$ cat src/rtl/alu_pkg.sv
// Shared definitions for the ALU front end: function codes, flag bit positions
// and the arbiter FSM state encoding.
package alu_pkg;

  localparam logic [3:0] FUN_ADD     = 4'b0000;
  localparam logic [3:0] FUN_SUB     = 4'b0001;
  localparam logic [3:0] FUN_MUL     = 4'b0010;
  localparam logic [3:0] FUN_DIV     = 4'b0011;
  localparam logic [3:0] FUN_AND     = 4'b0100;
  localparam logic [3:0] FUN_OR      = 4'b0101;
  localparam logic [3:0] FUN_NAND    = 4'b0110;
  localparam logic [3:0] FUN_NOR     = 4'b0111;
  localparam logic [3:0] FUN_XOR     = 4'b1000;
  localparam logic [3:0] FUN_XNOR    = 4'b1001;
  localparam logic [3:0] FUN_EQ      = 4'b1010;
  localparam logic [3:0] FUN_GT      = 4'b1011;
  localparam logic [3:0] FUN_LT      = 4'b1100;
  localparam logic [3:0] FUN_SHR     = 4'b1101;
  localparam logic [3:0] FUN_SHL     = 4'b1110;
  localparam logic [3:0] FUN_ILLEGAL = 4'b1111;

  localparam int unsigned FLAG_ARITH = 3;
  localparam int unsigned FLAG_LOGIC = 2;
  localparam int unsigned FLAG_CMP   = 1;
  localparam int unsigned FLAG_SHIFT = 0;

  typedef enum logic [1:0] {
    StIdle = 2'd0,
    StWait = 2'd1,
    StResp = 2'd2
  } arb_state_e;

endpackage

$ cat src/rtl/rr_arb2.sv
// Two-way round-robin grant: a lone request always wins, a tie goes to the
// requester named by the pointer. Purely combinational.
module rr_arb2 (
  input  logic       i_req0,
  input  logic       i_req1,
  input  logic       i_ptr,
  input  logic       i_en,
  output logic [1:0] o_gnt
);

  always_comb begin
    o_gnt    = 2'b00;
    o_gnt[0] = i_en & i_req0 & (~i_req1 | ~i_ptr);
    o_gnt[1] = i_en & i_req1 & (~i_req0 | i_ptr);
  end

endmodule

$ cat src/rtl/alu_arbiter.sv
// Two-requester front end for a shared clocked ALU: round-robin issue, one
// operation in flight, response returned over a valid/ready channel.
module alu_arbiter #(
  parameter int unsigned DATA_W  = 16,
  parameter int unsigned FUN_W   = 4,
  parameter int unsigned ALU_LAT = 1,
  parameter int unsigned CNT_W   = 16
) (
  input  logic              clk,
  input  logic              rst,
  input  logic              REQ0_VALID,
  output logic              REQ0_READY,
  input  logic [DATA_W-1:0] REQ0_A,
  input  logic [DATA_W-1:0] REQ0_B,
  input  logic [FUN_W-1:0]  REQ0_FUN,
  input  logic              REQ1_VALID,
  output logic              REQ1_READY,
  input  logic [DATA_W-1:0] REQ1_A,
  input  logic [DATA_W-1:0] REQ1_B,
  input  logic [FUN_W-1:0]  REQ1_FUN,
  output logic [DATA_W-1:0] ALU_A,
  output logic [DATA_W-1:0] ALU_B,
  output logic [FUN_W-1:0]  ALU_FUN,
  input  logic [DATA_W-1:0] ALU_OUT,
  input  logic [3:0]        ALU_FLAGS,
  output logic              RSP_VALID,
  input  logic              RSP_READY,
  output logic              RSP_ID,
  output logic [DATA_W-1:0] RSP_DATA,
  output logic [3:0]        RSP_FLAGS,
  output logic              RSP_ERR,
  output logic              BUSY,
  output logic [CNT_W-1:0]  OP_CNT
);

  import alu_pkg::*;

  localparam int unsigned LatW = 3;

  arb_state_e        r_state;
  arb_state_e        w_state_nxt;
  logic              r_ptr;
  logic              r_id;
  logic [LatW-1:0]   r_cnt;
  logic [DATA_W-1:0] r_alu_a;
  logic [DATA_W-1:0] r_alu_b;
  logic [FUN_W-1:0]  r_alu_fun;
  logic [DATA_W-1:0] r_rsp_data;
  logic [3:0]        r_rsp_flags;
  logic              r_rsp_err;
  logic [CNT_W-1:0]  r_op_cnt;

  logic [1:0]        w_gnt;
  logic              w_accept;
  logic              w_sel_id;
  logic [DATA_W-1:0] w_sel_a;
  logic [DATA_W-1:0] w_sel_b;
  logic [FUN_W-1:0]  w_sel_fun;
  logic              w_illegal;

  // Requests are ignored while reset is asserted, even in IDLE.
  rr_arb2 u_rr_arb2 (
    .i_req0 (REQ0_VALID),
    .i_req1 (REQ1_VALID),
    .i_ptr  (r_ptr),
    .i_en   ((r_state == StIdle) & ~rst),
    .o_gnt  (w_gnt)
  );

  assign w_accept  = |w_gnt;
  assign w_sel_id  = w_gnt[1];
  assign w_sel_a   = w_sel_id ? REQ1_A : REQ0_A;
  assign w_sel_b   = w_sel_id ? REQ1_B : REQ0_B;
  assign w_sel_fun = w_sel_id ? REQ1_FUN : REQ0_FUN;
  assign w_illegal = (w_sel_fun == FUN_W'(FUN_ILLEGAL));

  always_comb begin
    w_state_nxt = r_state;
    unique case (r_state)
      StIdle:  if (w_accept) w_state_nxt = w_illegal ? StResp : StWait;
      StWait:  if (r_cnt == '0) w_state_nxt = StResp;
      StResp:  if (RSP_READY) w_state_nxt = StIdle;
      default: w_state_nxt = StIdle;
    endcase
  end

  always_ff @(posedge clk) begin
    if (rst) begin
      r_state <= StIdle;
    end else begin
      r_state <= w_state_nxt;
    end
  end

  always_ff @(posedge clk) begin
    if (rst) begin
      r_ptr       <= 1'b0;
      r_id        <= 1'b0;
      r_cnt       <= '0;
      r_alu_a     <= '0;
      r_alu_b     <= '0;
      r_alu_fun   <= '0;
      r_rsp_data  <= '0;
      r_rsp_flags <= '0;
      r_rsp_err   <= 1'b0;
      r_op_cnt    <= '0;
    end else begin
      unique case (r_state)
        StIdle: begin
          if (w_accept) begin
            r_id <= w_sel_id;
            // Illegal codes never reach the ALU; its inputs keep the last legal op.
            if (w_illegal) begin
              r_rsp_data  <= '0;
              r_rsp_flags <= '0;
              r_rsp_err   <= 1'b1;
            end else begin
              r_alu_a   <= w_sel_a;
              r_alu_b   <= w_sel_b;
              r_alu_fun <= w_sel_fun;
              r_cnt     <= LatW'(ALU_LAT);
            end
          end
        end
        StWait: begin
          if (r_cnt != '0) begin
            r_cnt <= r_cnt - LatW'(1);
          end else begin
            r_rsp_data  <= ALU_OUT;
            r_rsp_flags <= ALU_FLAGS;
            r_rsp_err   <= 1'b0;
          end
        end
        StResp: begin
          if (RSP_READY) begin
            r_op_cnt <= r_op_cnt + CNT_W'(1);
            r_ptr    <= ~r_id;
          end
        end
        default: ;
      endcase
    end
  end

  assign REQ0_READY = w_gnt[0];
  assign REQ1_READY = w_gnt[1];
  assign ALU_A      = r_alu_a;
  assign ALU_B      = r_alu_b;
  assign ALU_FUN    = r_alu_fun;
  assign RSP_VALID  = (r_state == StResp);
  assign RSP_ID     = r_id;
  assign RSP_DATA   = r_rsp_data;
  assign RSP_FLAGS  = r_rsp_flags;
  assign RSP_ERR    = r_rsp_err;
  assign BUSY       = (r_state != StIdle);
  assign OP_CNT     = r_op_cnt;

endmodule

$ cat config.mk
export PLATFORM = sky130hd
export DESIGN_NAME = alu_arbiter
export DESIGN_NICKNAME = d
export VERILOG_FILES = /design/src/rtl/alu_pkg.sv /design/src/rtl/rr_arb2.sv /design/src/rtl/alu_arbiter.sv
export SDC_FILE = /design/constraint.sdc
export NUM_CORES = 1
export LEC_CHECK = 0
export BUFFER_PORTS_ARGS = -buffer_cell sky130_fd_sc_hd__buf_4
export CORE_ASPECT_RATIO = 2
export CORE_MARGIN = 3
export CORE_UTILIZATION = 49
export DETAILED_ROUTE_END_ITERATION = 16
export PLACE_DENSITY = 0.84
export RECOVER_POWER = 50
export REMOVE_ABC_BUFFERS = 1
export SYNTH_ARGS = -nofsm -noshare
export SYNTH_HDL_FRONTEND = slang
export SYNTH_SLANG_ARGS = --single-unit
$ cat constraint.sdc
create_clock -name clk -period 5.6 [get_ports clk]
set_clock_uncertainty 0.05 [all_clocks]
set_input_delay 0 -clock clk [delete_from_list [all_inputs] [get_ports clk]]
set_output_delay 0 -clock clk [all_outputs]
set_load 0.005 [all_outputs]
==> results.tsv, run 1 <==
metric	value	unit
Setup crit end kind	flip-flop	
Final Cell Area	5900	sq um
GRT Total Usage	32.0	%
total length of routed wires	12700	um
CTS tree	done	
CTS Sinks	80	
hold slack	0.00957	ns
PwrDens	285	nW/um^2
YS warnings	0	
# rows	42	
final hold viol count	0	
initial antenna violation count	0	
clock-pin transition on the worst setup and hold timing paths	0.06	ns
Storage cell area	1600	sq um
count of buffers from port buffering	174	
DRT Pass-1 Iters	5	
Post-Syn Area	3470	sq um
ys flop type	dfxtp_1	
initial core utilization	51.6	%
Slew Limit Fails	0	
gpl congestion	0.896	
slew margin rel.	22.4	%
placed inst area	4790	sq um
CTS root buf	clkbuf_16	
Tmin final	3.32	ns
Worst R2R End	ALU_FUN[1]	
Critical Path RT	5.72	ns
FILL cells	333	
status	finished clean	
Startpoint Class	flip-flop	
Die X	65.5	um
net count reported at finish	698	
Worst Tran Pin Value	1.16	ns
# IOs	175	
CP max FO	35	
HPWL Detailed	6850	um
sequential share of the synthesized area	46.1	%
period utilisation layout	59.2	%
Avg Cell Area, Syn	10.0	sq um
Max-cap violations	0	
first-pass GRT wire length	20100	um
Starting DRT DRC Count	225	
f_max	302	MHz
worst hold path class	in2reg	
final worst setup slack	2.28	ns
R2R Path Start	r_state[1]	
Placeable Area	6730	sq um
# DRC	0	
CP arrival	3.44	ns
P_leak	2.85	nW
Clock Latency Late Sink	0.33	ns
Diodes inserted	0	
Vias	3795	
Post-Synthesis Cells	346	
CP Class	reg2reg	
Max VDD drop	0.250	mV
Hold Crit Endpoint	ALU_FUN[3]	
cts repair resizes	0	
largest net degree at the start of global routing	40	
Antenna Nets Post-Route	0	
Max Root-Sink Buffers	2	
H-Tree Level Count	3	
synthesis-to-finish area growth	69.9	%
Die Height	125	um
Worst R2R Path Depth	6	
Post-synth EDFFs	0	
Post-synth ARST share	0	%
vias in the first global route	4024	
final setup fails	0	
routed vias/inst	5.49	
Avg WL per Cell	18.4	um
remaining global-route overflow	0	
R2R setup slack	2.28	ns
share of layout cells above drive strength 1	28.9	%
Yosys cell types	39	
pre-CTS WS	2.96	ns
Hold Path Cell Cnt	3	
total CTS buffers	9	
total die area	8190	sq um
RSZ-0062 raised after global routing	no	
Multi-input gate area	1700	sq um
setup_tns	0	ns
Seq cells post-synth	80	
post-cts hold buffer count	89	
Hold Path Origin	REQ0_FUN[3]	
post-CTS setup buffers	0	
## worst max-delay path: stages (launching register included)
cell and delay [ns]:
dfxtp_1 0.38, nor3_4 0.30, nand3_2 0.93, inv_1 0.56, mux2i_1 0.27, dlygate4sd3_1 0.59, a221oi_1 0.07
## per-stage QoR
step	power [mW]	utilization [%]	std cells
floorplan	0.816	-	322
global placement	0.987	71.2	586
detailed placement	0.997	71.2	586
CTS	1.68	89.2	691
global route	1.74	87.7	691
finish	1.68	87.7	691
## cell usage in the layout, fill, tap and decap left out, types with 5 or more instances in the layout
master and instances:
buf_4 100, dlygate4sd3_1 89, dfxtp_1 80, mux2i_1 68
clkbuf_4 52, nand2_1 42, clkbuf_1 24, a32o_1 20
nor2_1 16, inv_1 13, clkbuf_16 9, xnor2_1 8
a21oi_1 7, and3_1 5, nor2b_1 5, nand3_1 5
nor3_1 5
## flip-flops by register name (all words and copies together), names as in the netlist, 2 cells and up
register and cells:
r_cnt 3, OP_CNT 16, ALU_FUN 4, r_state 2, ALU_A 16, RSP_FLAGS 4
ALU_B 16, RSP_DATA 16
## worst max path at each step
stage / start / slack [ns] / end / cells past startpoint
4_1_cts: r_state[1] / 2.44 / ALU_FUN[2] / 6
3_5_place_dp: r_state[1] / 2.96 / ALU_FUN[3] / 5
2_1_floorplan: r_state[1] / 2.72 / ALU_FUN[1] / 5
5_1_grt: r_state[1] / 2.14 / ALU_FUN[1] / 6
6_report: r_state[1] / 2.28 / ALU_FUN[1] / 6
3_3_place_gp: r_state[1] / 3.06 / ALU_FUN[2] / 5
## cell usage after synthesis, types with 5 or more instances
master | n | area, sq um
clkbuf_1 | 14 | 52.6
nor2_1 | 16 | 60.1
a32o_1 | 20 | 200
o21ai_0 | 5 | 25.0
dfxtp_1 | 80 | 1600
mux2i_1 | 68 | 681
inv_1 | 13 | 48.8
xnor2_1 | 8 | 70.1
nand3_1 | 6 | 30.0
nor3_1 | 5 | 25.0
nor2b_1 | 5 | 31.3
and3_1 | 5 | 31.3
a21oi_1 | 7 | 35.0
nand2_1 | 42 | 158
## routing by layer
layer / track usage [%] / routed length (um) / up-vias
li1: - / - / 1740
met1: 30.6 / 4160 / 1791
met2: 58.9 / 6940 / 207
met3: 8.17 / 836 / 57
met4: 18.1 / 754 / 0
met5: 0 / 0 / -
## layout make-up
class	instances	share of cell area, %
clock buffers	10	4.05
flip-flops and latches	80	27.1
repair buffers	265	36.0
inverters	13	0.827
well taps	88	1.87
multi-input cells	229	28.7
clock inverters	6	1.40
## power breakdown
group          internal (mW)  leakage (nW)  switching [mW]
Clock                  0.400         0.158           0.232
Combinational          0.213          2.04           0.162
Sequential             0.631         0.655          0.0439
Total                   1.24          2.85           0.437
## kinds of logic after synthesis
kind of cell             Yosys count  synth area share (%)
adder cells (fa/ha/maj)            3                  1.08
AO/OA/AOI/OAI                     46                  10.6
XOR/XNOR                          10                  2.52
flip-flops                        80                  46.1
AND/OR/NAND/NOR                   99                  14.2
buffers and inverters             37                  4.86
multiplexers                      71                  20.6
No activity file was read; power rests on OpenSTA's default activity.
==> run 2: changes to the inputs <==
--- a/config.mk
+++ b/config.mk
@@ -8,9 +8,9 @@
 export BUFFER_PORTS_ARGS = -buffer_cell sky130_fd_sc_hd__buf_4
 export CORE_ASPECT_RATIO = 2
 export CORE_MARGIN = 3
-export CORE_UTILIZATION = 49
+export CORE_UTILIZATION = 41
 export DETAILED_ROUTE_END_ITERATION = 16
-export PLACE_DENSITY = 0.84
+export PLACE_DENSITY = 0.75
 export RECOVER_POWER = 50
 export REMOVE_ABC_BUFFERS = 1
 export SYNTH_ARGS = -nofsm -noshare
==> constraint.sdc (replaced) <==
create_clock -name clk -period 2.65 [get_ports clk]
set_clock_uncertainty 0.05 [all_clocks]
set_input_delay 0 -clock clk [delete_from_list [all_inputs] [get_ports clk]]
set_output_delay 0 -clock clk [all_outputs]
set_load 0.005 [all_outputs]
==> results.tsv, run 2 (synthesis gave the netlist of run 1 again) <==
metric	value	unit	change
commonest cells after routing, fill and taps aside	buf_4, dlygate4sd3_1, dfxtp_1		
post-cts hold buffer count	85		-4.5%
H-Tree Level Count	3		unchanged
share of layout cells above drive strength 1	29.7	%	+0.88 points
CTS root buf	clkbuf_16		
GRT Total Usage	23.0	%	-9.0 points
CTS Sinks	80		unchanged
total CTS buffers	9		unchanged
Tmin final	2.38	ns	-0.934 ns
R2R Path Start	r_state[1]		
routed vias/inst	5.04		-8.2%
commonest non-fill, non-tap cell in the layout	buf_4		
FILL cells	585		+76%
largest net degree at the start of global routing	38		-5.0%
clock-pin transition on the worst setup and hold timing paths	0.06	ns	about the same
Setup crit end	ALU_B[14]		
initial antenna violation count	0		unchanged
total length of routed wires	11100	um	-13%
CP Class	reg2reg		
# IOs	175		unchanged
period utilisation layout	89.9	%	+31 points
total chip power	3.49	mW	+110%
hold slack	0.0160	ns	+0.00645 ns
Worst R2R End	ALU_B[14]		
Starting DRT DRC Count	133		-41%
Antenna Nets Post-Route	0		unchanged
P_leak	2.87	nW	+0.60%
Die Height	136	um	+8.9%
Setup crit end kind	flip-flop		
DRT Pass-1 Iters	5		unchanged
Avg WL per Cell	15.9	um	-14%
R2R setup slack	0.27	ns	-2.02 ns
Diodes inserted	0		unchanged
initial core utilization	43.1	%	-8.5 points
Slew Limit Fails	0		unchanged
Comb pwr share	22.1	%	-0.2 points
clock power share	37.5	%	about the same
total die area	9680	sq um	+18%
Max Root-Sink Buffers	2		unchanged
synthesis-to-finish area growth	70.4	%	
CP arrival	2.52	ns	-0.92 ns
remaining global-route overflow	0		unchanged
Final Cell Area	5920	sq um	+0.30%
CP max FO	28		-20%
fraction of power spent switching nets	24.5	%	-1.5 points
CTS tree	done		
slew margin rel.	48.4	%	+26 points
dpl cells	597		+1.9%
worst hold path class	in2reg		
Max VDD drop	0.485	mV	+94%
Critical Path RT	2.79	ns	-2.93 ns
Clock Latency Late Sink	0.33	ns	about the same
PwrDens	589	nW/um^2	+110%
RSZ-0062 raised after global routing	no		
placed inst area	4830	sq um	+0.94%
vias in the first global route	3734		-7.2%
net count reported at finish	697		-0.14%
Worst Tran Pin Value	0.775	ns	-0.388 ns
first-pass GRT wire length	17500	um	-13%
# DRC	0		unchanged
Worst R2R Path Depth	6		unchanged
status	finished clean		
Setup crit start	r_state[1]		
f_max	420	MHz	+39%
P_int	2.63	mW	+110%
Placeable Area	8060	sq um	+20%
Sequential Power Share	40.4	%	+0.3 points
cts repair resizes	0		unchanged
final hold viol count	0		unchanged
Hold Path Origin	REQ0_FUN[1]		
switching pwr	855	uW	+96%
post-CTS setup buffers	0		unchanged
setup_tns	0	ns	unchanged
# rows	46		+9.5%
final setup fails	0		unchanged
gpl congestion	0.790		-12%
Die X	71.1	um	+8.5%
Startpoint Class	flip-flop		
Max-cap violations	0		unchanged
Cell Count, Final, Fillers Out	698		+1.0%
count of buffers from port buffering	174		unchanged
Vias	3518		-7.3%
HPWL Detailed	7080	um	+3.3%
## run 2: changes by cell type in the layout (fill, tap and decap cells not counted), sizes merged
cell,change
buf,+4
dlygate4sd3,-4
clkbuf,+2
clkinv,-2
clkinvlp,-1
## run 2: worst min path at each step
stage	to	slack [ns]	depth (start not counted)
final	ALU_FUN[1]	0.02	3
after global routing	RSP_ID	0.04	3
after CTS	ALU_FUN[1]	0.008	3
after detailed placement	RSP_FLAGS[1]	0.17	2
after global placement	RSP_FLAGS[1]	0.16	2
after floorplan	OP_CNT[10]	0.02	1
## run 2: metal layers
metal / global-route usage (%) / vias up / share of wire (%)
met5: 0 / - / 0
met4: 9.52 / 0 / 2.5
met3: 5.63 / 20 / 5.5
met2: 44.9 / 126 / 58
met1: 22.1 / 1631 / 34
li1: - / 1741 / -
## run 2: critical path: stages (launching register included)
cell and delay [ns]:
dfxtp_1 0.39, nor3_4 0.31, nand3_2 0.31, buf_12 0.28, mux2i_1 0.18, dlygate4sd3_1 0.61, mux2i_1 0.10
## run 2: metrics by stage
stage	utilization (%)	setup slack, ns
3_3_place_gp	60.0	0.525
5_1_grt	73.4	0.200
4_1_cts	74.5	0.332
2_1_floorplan	-	-0.234
3_5_place_dp	60.0	0.468
6_report	73.4	0.268
## run 2: cell type report
type                       count  area (sq um)  area share (%)
clock buffer                  13           250            4.23
clock inverter                 3          65.1            1.10
inverter                      13          48.8           0.825
multi-input combinational    229          1700            28.7
sequential                    80          1600            27.1
tap                           96           120            2.03
timing repair buffer         264          2140            36.1
## run 2: power groups by stage
stage,clock (mW),sequential (mW),combinational (mW)
floorplan,0,1.44,0.287
global placement,0,1.43,0.667
detailed placement,0,1.43,0.683
CTS,1.34,1.41,0.801
global route,1.39,1.43,0.832
finish,1.31,1.41,0.770
==> run 3: changes to the inputs <==
--- a/config.mk
+++ b/config.mk
@@ -8,9 +8,9 @@
 export BUFFER_PORTS_ARGS = -buffer_cell sky130_fd_sc_hd__buf_4
 export CORE_ASPECT_RATIO = 2
 export CORE_MARGIN = 3
-export CORE_UTILIZATION = 41
+export CORE_UTILIZATION = 46
 export DETAILED_ROUTE_END_ITERATION = 16
-export PLACE_DENSITY = 0.75
+export PLACE_DENSITY = 0.8
 export RECOVER_POWER = 50
 export REMOVE_ABC_BUFFERS = 1
 export SYNTH_ARGS = -nofsm -noshare
==> constraint.sdc (replaced) <==
create_clock -name clk -period 2.2 [get_ports clk]
set_clock_uncertainty 0.05 [all_clocks]
set_input_delay 0 -clock clk [delete_from_list [all_inputs] [get_ports clk]]
set_output_delay 0 -clock clk [all_outputs]
set_load 0.005 [all_outputs]
==> results.tsv, run 3 (synthesis gave the netlist of run 1 again) <==
metric	value	unit	change
Vias	3697		+5.1%
switching pwr	1.06	mW	+24%
PwrDens	682	nW/um^2	+16%
Die Height	129	um	-5.3%
P_leak	2.94	nW	+2.3%
Max VDD drop	0.531	mV	+9.5%
Sequential Power Share	41.4	%	+1.0 points
Max Root-Sink Buffers	2		unchanged
first-pass GRT wire length	17800	um	+2.0%
total CTS buffers	9		unchanged
routed vias/inst	5.24		+3.9%
H-Tree Level Count	3		unchanged
initial core utilization	47.4	%	+4.3 points
Comb pwr share	24.3	%	+2.2 points
final hold viol count	0		unchanged
worst hold path class	in2reg		
RSZ-0062 raised after global routing	no		
setup_tns	0	ns	unchanged
# DRC	0		unchanged
commonest cells after routing, fill and taps aside	buf_4, dlygate4sd3_1, dfxtp_1		
CTS root buf	clkbuf_16		
Worst Tran Pin Value	0.739	ns	-0.0359 ns
total length of routed wires	11800	um	+6.4%
final setup fails	0		unchanged
gpl congestion	0.771		-2.4%
Max-cap violations	0		unchanged
synthesis-to-finish area growth	73.3	%	
remaining global-route overflow	0		unchanged
largest net degree at the start of global routing	38		unchanged
CTS tree	done		
Tmin final	2.14	ns	-0.243 ns
# IOs	175		unchanged
GRT Total Usage	27.4	%	+4.4 points
R2R setup slack	0.06	ns	-0.21 ns
pre-CTS WS	0.182	ns	-0.286 ns
Clock Latency Late Sink	0.33	ns	about the same
initial antenna violation count	0		unchanged
Hold Path Cell Cnt	3		unchanged
HPWL Detailed	6800	um	-3.9%
Setup crit end kind	flip-flop		
total die area	8690	sq um	-10%
Hold Crit Endpoint	ALU_FUN[1]		
hold slack	0.0212	ns	+0.00519 ns
CP Class	reg2reg		
vias in the first global route	3728		-0.16%
CTS Sinks	80		unchanged
FILL cells	423		-28%
fraction of power spent switching nets	25.9	%	+1.4 points
Worst R2R End	ALU_B[8]		
CP max FO	30		+7.1%
P_int	3.04	mW	+15%
Critical Path RT	2.35	ns	-0.44 ns
share of layout cells above drive strength 1	31.5	%	+1.8 points
Layout Utilization	82.2	%	+8.7 points
Starting DRT DRC Count	218		+64%
Placeable Area	7320	sq um	-9.1%
R2R Path Start	r_ptr		
final worst setup slack	0.0604	ns	-0.207 ns
DRT Pass-1 Iters	4		-1
Die X	67.4	um	-5.1%
clock power share	34.3	%	-3.2 points
count of buffers from port buffering	174		unchanged
slew margin rel.	50.7	%	+2.4 points
f_max	467	MHz	+11%
Hold Path Origin	REQ1_FUN[1]		
Avg WL per Cell	16.7	um	+5.2%
commonest non-fill, non-tap cell in the layout	buf_4		
Startpoint Class	flip-flop		
CP arrival	2.29	ns	-0.23 ns
# rows	44		-4.3%
Antenna Nets Post-Route	0		unchanged
clock-pin transition on the worst setup and hold timing paths	0.06	ns	about the same
status	finished clean		
Worst R2R Path Depth	6		unchanged
period utilisation layout	97.3	%	+7.4 points
net count reported at finish	708		+1.6%
Slew Limit Fails	0		unchanged
## run 3: layer usage
metal / wire length (um) / part of all wire [%] / up-vias / track usage, %
met4: 551 / 4.7 / 0 / 16.1
met2: 6510 / 55 / 170 / 49.9
met3: 728 / 6.2 / 40 / 8.65
met5: 0 / 0 / - / 0
met1: 4010 / 34 / 1726 / 25.5
li1: - / - / 1761 / -
## run 3: timing repair
item,CTS,global route
resized for setup,0,3
hold buffers,87,0
buffers inserted,0,7
endpoints found under the setup margin,0,26
endpoints found under the hold margin,54,0
## run 3: critical path: stages (launching register included)
cell and delay [ns]:
dfxtp_1 0.33, nand2b_1 0.21, nand3_4 0.15, buf_12 0.23, mux2i_2 0.29, dlygate4sd3_1 0.62, mux2i_1 0.11
## run 3: worst max-delay path by stage
stage                     startpoint    endpoint  slack, ns  depth (start not counted)
after global routing      r_state[0]    ALU_B[8]       0.02                          6
after CTS                 r_state[0]  ALU_FUN[2]       0.02                          6
final                          r_ptr    ALU_B[8]       0.06                          6
after floorplan           r_state[1]  ALU_FUN[1]      -0.68                          5
after detailed placement  r_state[0]   ALU_A[14]       0.18                          5
after global placement    r_state[0]    ALU_A[0]       0.27                          5
## run 3: power by group through the flow
stage	Sequential [mW]	Combinational, mW	Clock (mW)
after floorplan	1.73	0.346	0
after global placement	1.72	0.812	0
after detailed placement	1.72	0.835	0
after CTS	1.69	0.978	1.43
after global routing	1.71	1.07	1.49
final	1.70	0.997	1.41
## run 3: layout make-up
type	instances	area (sq um)	area share, %
Antenna cell	1	2.50	0.0416
Clock buffer	13	270	4.49
Clock inverter	3	15.0	0.250
Inverter	13	48.8	0.811
Multi-Input combinational cell	229	1720	28.6
Sequential cell	80	1600	26.6
Tap cell	92	115	1.91
Timing Repair Buffer	275	2240	37.2
## run 3: metrics by stage
step,total power [mW],cells,instance area [sq um]
after floorplan,2.08,322,3350
after global placement,2.53,595,4860
after detailed placement,2.56,595,4860
after CTS,4.10,698,6010
after global routing,4.28,705,6010
final,4.10,706,6020
